`src/rtl/costas_pkg.sv`:
```
// costas_pkg: shared defaults and derived widths for the Costas error filter.
// Imported by iq_int_dump and costas_err_filter.
package costas_pkg;

   localparam int          DW_DEF        = 12;
   localparam int          N_LOG2_DEF    = 6;
   localparam int          KP_SHIFT_DEF  = 4;
   localparam int          KI_SHIFT_DEF  = 10;
   localparam logic [31:0] FREQ_NOM_DEF  = 32'h1B645A1C;
   localparam logic [31:0] FREQ_SPAN_DEF = 32'h00400000;

   // One bit for the negated sample, N_LOG2 bits of growth.
   localparam int ACC_W_DEF = DW_DEF + 1 + N_LOG2_DEF;

   function automatic int acc_w(int dw, int n_log2);
      return dw + 1 + n_log2;
   endfunction

endpackage

```
`src/rtl/iq_int_dump.sv`:
```
// iq_int_dump: mixes one arm with a square LO bit, integrates 2^N_LOG2 valid samples, dumps.
// Ports: din/din_valid/lo in; sum (acc+prod), fire (dumping sample), dump/dump_valid out.
module iq_int_dump
   import costas_pkg::*;
#(
   parameter int DW     = DW_DEF,
   parameter int N_LOG2 = N_LOG2_DEF
) (
   input  logic               clk,
   input  logic               rst_n,
   input  logic [DW-1:0]      din,
   input  logic               din_valid,
   input  logic               lo,
   output logic [DW+N_LOG2:0] sum,
   output logic               fire,
   output logic [DW+N_LOG2:0] dump,
   output logic               dump_valid
);

   localparam int AW = acc_w(DW, N_LOG2);

   logic signed [DW:0] din_x;
   logic signed [DW:0] prod;
   logic [AW-1:0]      acc_q, acc_d;
   logic [AW-1:0]      dump_q, dump_d;
   logic [N_LOG2-1:0]  cnt_q, cnt_d;
   logic               dv_q, dv_d;

   always_comb begin
      // DW+1 bits so negating the most negative sample is exact.
      din_x  = {din[DW-1], din};
      prod   = lo ? din_x : -din_x;
      sum    = acc_q + {{N_LOG2{prod[DW]}}, prod};
      fire   = din_valid && (cnt_q == '1);
      acc_d  = acc_q;
      cnt_d  = cnt_q;
      dump_d = dump_q;
      dv_d   = 1'b0;
      if (din_valid) begin
         cnt_d = cnt_q + 1'b1;
         if (fire) begin
            dump_d = sum;
            acc_d  = '0;
            dv_d   = 1'b1;
         end else begin
            acc_d  = sum;
         end
      end
   end

   always_ff @(posedge clk or negedge rst_n) begin
      if (!rst_n) begin
         acc_q  <= '0;
         cnt_q  <= '0;
         dump_q <= '0;
         dv_q   <= 1'b0;
      end else begin
         acc_q  <= acc_d;
         cnt_q  <= cnt_d;
         dump_q <= dump_d;
         dv_q   <= dv_d;
      end
   end

   assign dump       = dump_q;
   assign dump_valid = dv_q;

endmodule

```
`src/rtl/costas_err_filter.sv`:
```
// costas_err_filter: Costas I/Q integrate-and-dump, phase error, PI loop filter, lock detect.
// Ports: din/din_valid, lo_s/lo_c, freeze in; phaseincr, i_dump/q_dump, dump_valid, lock out.
module costas_err_filter
   import costas_pkg::*;
#(
   parameter int          DW        = DW_DEF,
   parameter int          N_LOG2    = N_LOG2_DEF,
   parameter int          KP_SHIFT  = KP_SHIFT_DEF,
   parameter int          KI_SHIFT  = KI_SHIFT_DEF,
   parameter logic [31:0] FREQ_NOM  = FREQ_NOM_DEF,
   parameter logic [31:0] FREQ_SPAN = FREQ_SPAN_DEF
) (
   input  logic               clk,
   input  logic               rst_n,
   input  logic [DW-1:0]      din,
   input  logic               din_valid,
   input  logic               lo_s,
   input  logic               lo_c,
   input  logic               freeze,
   output logic [31:0]        phaseincr,
   output logic [DW+N_LOG2:0] i_dump,
   output logic [DW+N_LOG2:0] q_dump,
   output logic               dump_valid,
   output logic               lock
);

   localparam int AW = acc_w(DW, N_LOG2);
   localparam int EW = AW + 1;
   localparam int IW = 34;

   localparam logic [4:0]           LOCK_N = 5'd16;
   localparam logic signed [IW-1:0] NOM_S  = {2'b00, FREQ_NOM};
   localparam logic signed [IW-1:0] SPAN_S = {2'b00, FREQ_SPAN};
   localparam logic signed [IW-1:0] HI_S   = NOM_S + SPAN_S;
   localparam logic signed [IW-1:0] LO_S   = NOM_S - SPAN_S;
   localparam logic [31:0]          HI32   = FREQ_NOM + FREQ_SPAN;
   localparam logic [31:0]          LO32   = FREQ_NOM - FREQ_SPAN;

   logic [AW-1:0] i_sum, q_sum;
   logic          i_fire, q_fire, i_dv, q_dv, fire;

   logic signed [EW-1:0] q_x;
   logic signed [EW-1:0] e_q, e_d;
   logic [AW-1:0]        i_abs, q_abs;
   logic                 pass;
   logic [4:0]           lock_cnt_q, lock_cnt_d;
   logic                 lock_q, lock_d;

   logic signed [EW-1:0] e_ki, e_kp;
   logic signed [IW-1:0] e_ki_x, e_kp_x;
   logic signed [IW-1:0] integ_q, integ_d, integ_sum;
   logic signed [IW-1:0] psum;
   logic                 upd_q, upd_d;
   logic [31:0]          ph_q, ph_d;

   iq_int_dump #(
      .DW     (DW),
      .N_LOG2 (N_LOG2)
   ) u_i_arm (
      .clk        (clk),
      .rst_n      (rst_n),
      .din        (din),
      .din_valid  (din_valid),
      .lo         (lo_c),
      .sum        (i_sum),
      .fire       (i_fire),
      .dump       (i_dump),
      .dump_valid (i_dv)
   );

   iq_int_dump #(
      .DW     (DW),
      .N_LOG2 (N_LOG2)
   ) u_q_arm (
      .clk        (clk),
      .rst_n      (rst_n),
      .din        (din),
      .din_valid  (din_valid),
      .lo         (lo_s),
      .sum        (q_sum),
      .fire       (q_fire),
      .dump       (q_dump),
      .dump_valid (q_dv)
   );

   // Both arms share din_valid and reset, so their strobes coincide.
   assign fire       = i_fire & q_fire;
   assign dump_valid = i_dv & q_dv;

   always_comb begin
      q_x = {q_sum[AW-1], q_sum};
      e_d = e_q;
      if (fire) e_d = i_sum[AW-1] ? -q_x : q_x;

      i_abs = i_sum[AW-1] ? ~i_sum + 1'b1 : i_sum;
      q_abs = q_sum[AW-1] ? ~q_sum + 1'b1 : q_sum;
      pass  = q_abs < (i_abs >> 2);

      lock_cnt_d = lock_cnt_q;
      if (fire) begin
         if (!pass)                    lock_cnt_d = 5'd0;
         else if (lock_cnt_q < LOCK_N) lock_cnt_d = lock_cnt_q + 5'd1;
      end
      lock_d = (lock_cnt_d == LOCK_N);
   end

   // Integrator moves while dump_valid is high; phaseincr follows
   // one cycle later so it sees the updated integrator.
   always_comb begin
      e_ki      = e_q >>> KI_SHIFT;
      e_kp      = e_q >>> KP_SHIFT;
      e_ki_x    = {{(IW-EW){e_ki[EW-1]}}, e_ki};
      e_kp_x    = {{(IW-EW){e_kp[EW-1]}}, e_kp};
      integ_sum = integ_q + e_ki_x;
      integ_d   = integ_q;
      if (dump_valid && !freeze) begin
         if (integ_sum > SPAN_S)       integ_d = SPAN_S;
         else if (integ_sum < -SPAN_S) integ_d = -SPAN_S;
         else                          integ_d = integ_sum;
      end
      upd_d = dump_valid;
      psum  = NOM_S + integ_q + e_kp_x;
      ph_d  = ph_q;
      if (upd_q) begin
         if (psum > HI_S)      ph_d = HI32;
         else if (psum < LO_S) ph_d = LO32;
         else                  ph_d = psum[31:0];
      end
   end

   always_ff @(posedge clk or negedge rst_n) begin
      if (!rst_n) begin
         e_q        <= '0;
         lock_cnt_q <= '0;
         lock_q     <= 1'b0;
         integ_q    <= '0;
         upd_q      <= 1'b0;
         ph_q       <= FREQ_NOM;
      end else begin
         e_q        <= e_d;
         lock_cnt_q <= lock_cnt_d;
         lock_q     <= lock_d;
         integ_q    <= integ_d;
         upd_q      <= upd_d;
         ph_q       <= ph_d;
      end
   end

   assign phaseincr = ph_q;
   assign lock      = lock_q;

endmodule

```
`config.mk`:
```
export PLATFORM = sky130hd
export DESIGN_NAME = costas_err_filter
export DESIGN_NICKNAME = d
export VERILOG_FILES = /design/src/rtl/costas_pkg.sv /design/src/rtl/iq_int_dump.sv /design/src/rtl/costas_err_filter.sv
export SDC_FILE = /design/constraint.sdc
export NUM_CORES = 1
export LEC_CHECK = 0
export CELL_PAD_IN_SITES_DETAIL_PLACEMENT = 0
export CELL_PAD_IN_SITES_GLOBAL_PLACEMENT = 1
export CORE_UTILIZATION = 47
export DETAILED_ROUTE_END_ITERATION = 10
export PLACE_DENSITY_LB_ADDON = 0.1
export REMOVE_ABC_BUFFERS = 1
export SLEW_MARGIN = 30
export SYNTH_ARGS = -nofsm -noshare
export SYNTH_HDL_FRONTEND = slang
export SYNTH_HIERARCHICAL = 1
export SYNTH_SLANG_ARGS = --single-unit
```
`constraint.sdc`:
```
create_clock -name clk -period 6.1 [get_ports clk]
set_input_delay 1.83 -clock clk [delete_from_list [all_inputs] [get_ports clk]]
set_output_delay 1.83 -clock clk [all_outputs]
set_load 0.005 [all_outputs]
```
==> metrics, run 1 <==
status complete, but fails checks; failing checks negative setup slack; post-synthesis cell area 15700 um2; Hold EP u_i_arm/cnt_q[5]; H-tree Lvls 4; commonest cells in the synthesized netlist nand2_1, dfrtp_1, ha_1, inv_1, a21oi_1; TritonCTS clock tree built; Worst setup EP type flop; Hold WC Path Type flop to flop; Synth area leader dfrtp_1; cell with the most instances after synthesis nand2_1; Starting Density 48.0%; Synth warnings 6; Slew HR 36.7%; ys flop type dfrtp_1; fraction of layout cells with a size suffix above 1 22.1%; Routed wire per std cell 17.3 um; Overflow after GRT 0; cells along the critical path dlygate4sd2_1 > buf_6 > nor2_2 > xor2_1 > ha_1 > nor2b_1 > nor2_1 > xor2_1 > inv_1 > or3b_4 > or3_4 > or3_4 > or3_4 > or3_4 > or3_4 > or3_4 > nand2_4 > xnor2_2 > ha_4 > a2111oi_4 > buf_4 > a21oi_2 > nor4_1; RSZ-0062 raised after global routing true; CP max stage cell or3b_4; Die Width 185 um; met3 WL 1290 um; top sig layer met4; Skew-Pair Late Insertion Delay 0.46 ns; sequential share of the synthesized area 28.6%; hold path cells 1; vias in the first global route 14723; max-slew violation count 0; worst slack at placement -1.89 ns; area share of the largest cell type after synthesis 26.2%; NumNets Final 2366; routed length on met2 22800 um; DRT Pass-1 Iters 5; CP max FO 4; Post-DP HPWL 35700 um; #FFs+latches synth 179; FF-to-FF Start e_q[19]; Largest stage delay, worst path 0.37 ns; First DRT Iteration DRCs 633; clk sink count 179; Core Area 32800 um2; Max Fclk 0.149 GHz; final setup margin -0.591 ns; Clock Pin Slew Worst Setup and Hold Paths 0.07 ns; drc violations 0; Die Height 185 um; Final Hold Viols 0; Root Driver clkbuf_16; post-synthesis cell count 1857; largest net degree at the start of global routing 98; FF-to-FF path depth 13; Antenna Violating Nets Remaining 0; # rows 66; CP Class input port to flop; IO Port Bufs 89; most used cell, CP or3_4; fin crit period 6.69 ns; P&R area growth vs syn 27.8%; asr flop ratio synth 100%; DIE AREA 34200 um2; ant diodes 0; routed via count 14704; Distinct cells, synth 106; Min Hold Slack 0.474 ns; Max-cap violations 0; hold wc startpoint u_i_arm/cnt_q[5]; synth top area cells dfrtp_1, ha_1, nand2_1; Post-synth EDFFs 0; leakage power 0.00925 uW; R2R setup slack 0.78 ns; number of vias per cell 5.57; RePlAce Congestion 0.942; R2R Path End phaseincr[2]; Mean Syn Cell Area 8.48 um2; CP required 6.46 ns; PwrDens 439 nW/um2; Post-Route M1 WL 20200 um; post-route clock period utilization 110%; Setup Skew 0.0148 ns; I/O pins 90; initial antenna violation count 0; Worst-Margin Slew 0.939 ns; CTS max path bufs 2; WP data arrival 7.05 ns; total track usage 27.2%; final setup fails 7; final WL 45600 um; cts bufs inserted 17; first-pass GRT wire length 73900 um; Hold Buf Count CTS 0; VDD IR max 333 uV; Worst setup SP type input port
routing by layer:
| metal | vias up | GRT usage (%) |
|---|---|---|
| met1 | 6989 | 32.6 |
| met5 | - | 0 |
| li1 | 7366 | - |
| met2 | 270 | 49.8 |
| met3 | 79 | 3.22 |
| met4 | 0 | 9.72 |
worst max-delay path: cells and delay by family:
kind | cells | cell delay [ns]
AO/OA/AOI/OAI | 2 | 0.42
buffers and inverters | 4 | 0.64
AND/OR/NAND/NOR | 12 | 3.13
XOR/XNOR | 3 | 0.50
adder cells (fa/ha/maj) | 2 | 0.50
cells in the final DEF, fill, tap and decap left out, types with 38 or more instances in the layout:
| master | netlist | final |
|---|---|---|
| o31ai_1 | 38 | 38 |
| nand2_1 | 246 | 243 |
| buf_4 | 0 | 289 |
| ha_1 | 149 | 140 |
| dfrtp_1 | 165 | 165 |
| a21oi_1 | 118 | 113 |
| clkdlybuf4s50_1 | 0 | 77 |
| inv_1 | 120 | 116 |
| xor2_1 | 87 | 83 |
| o21ai_0 | 87 | 80 |
| xnor2_1 | 74 | 69 |
| nand3_1 | 42 | 42 |
| nor2_1 | 105 | 100 |
state kept, by name, indices dropped and copies added (netlist names), 5 cells and up:
signal / count
lock_cnt_q: 5
u_q_arm/cnt_q: 6
u_i_arm/cnt_q: 6
u_i_arm/dump: 19
u_i_arm/acc_q: 19
u_q_arm/dump: 19
u_q_arm/acc_q: 19
phaseincr: 32
integ_q: 34
e_q: 16
stage by stage:
step / power [uW] / utilization (%) / TNS, ns / cell area [um2] / instances
finish: 8840 / 61.4 / -3.02 / 20100 / 2640
global route: 9560 / 61.4 / -4.43 / 20100 / 2640
CTS: 8560 / 60.7 / -2.72 / 19900 / 2639
detailed placement: 7090 / 57.7 / -15.72 / 18900 / 2591
global placement: 6990 / 57.7 / -14.47 / 18900 / 2591
floorplan: 4560 / - / -8.16 / 15400 / 1784
cells by family (layout without fill, tap and decap cells):
group / after synthesis / in the layout / share of synthesized area [%]
flip-flops: 179 / 179 / 28.6
adder cells (fa/ha/maj): 163 / 163 / 13.6
buffers and inverters: 196 / 537 / 5.23
AO/OA/AOI/OAI: 534 / 534 / 23.7
multiplexers: 18 / 18 / 1.25
AND/OR/NAND/NOR: 606 / 606 / 18.7
XOR/XNOR: 161 / 161 / 8.96
worst max-delay path by stage:
stage                      start    to  slack [ns]  cells after the start
final                       lo_s  lock       -0.59                     23
after global routing        lo_s  lock       -0.80                     23
after CTS                 din[1]  lock       -0.53                     24
after detailed placement  din[0]  lock       -1.89                     26
after global placement    din[0]  lock       -1.76                     20
after floorplan           din[4]  lock       -1.48                     21
repair_timing:
item                                    4_1_cts  5_1_grt
endpoints found under the setup margin       11        9
setup buffers                                16        1
endpoints found under the hold margin         0        0
pin swaps                                    31       26
resized for setup                            80       54
cell type report:
type	instances	area, um2
Fill cell	2929	12700
Multi-Input combinational cell	1482	10900
Sequential cell	179	4500
Timing Repair Buffer	382	3110
Tap cell	442	553
Inverter	123	469
Clock buffer	18	439
Clock inverter	14	138
power breakdown:
group	switching (uW)	internal, uW	total, uW
clock network	555	553	1110
registers	165	1400	1560
logic	3060	3110	6170
Power figures use the tool's default switching activity.
==> run 2: changes to the inputs <==
--- a/config.mk
+++ b/config.mk
@@ -11,6 +11,7 @@
 export DETAILED_ROUTE_END_ITERATION = 10
 export PLACE_DENSITY_LB_ADDON = 0.1
 export REMOVE_ABC_BUFFERS = 1
+export SKIP_LAST_GASP = 1
 export SLEW_MARGIN = 30
 export SYNTH_ARGS = -nofsm -noshare
 export SYNTH_HDL_FRONTEND = slang
==> results of run 2 <==
Final layout, timing and power as in run 1 (identical DEF).
Among the figures that moved: number of gates resized after CTS 80 -> 79
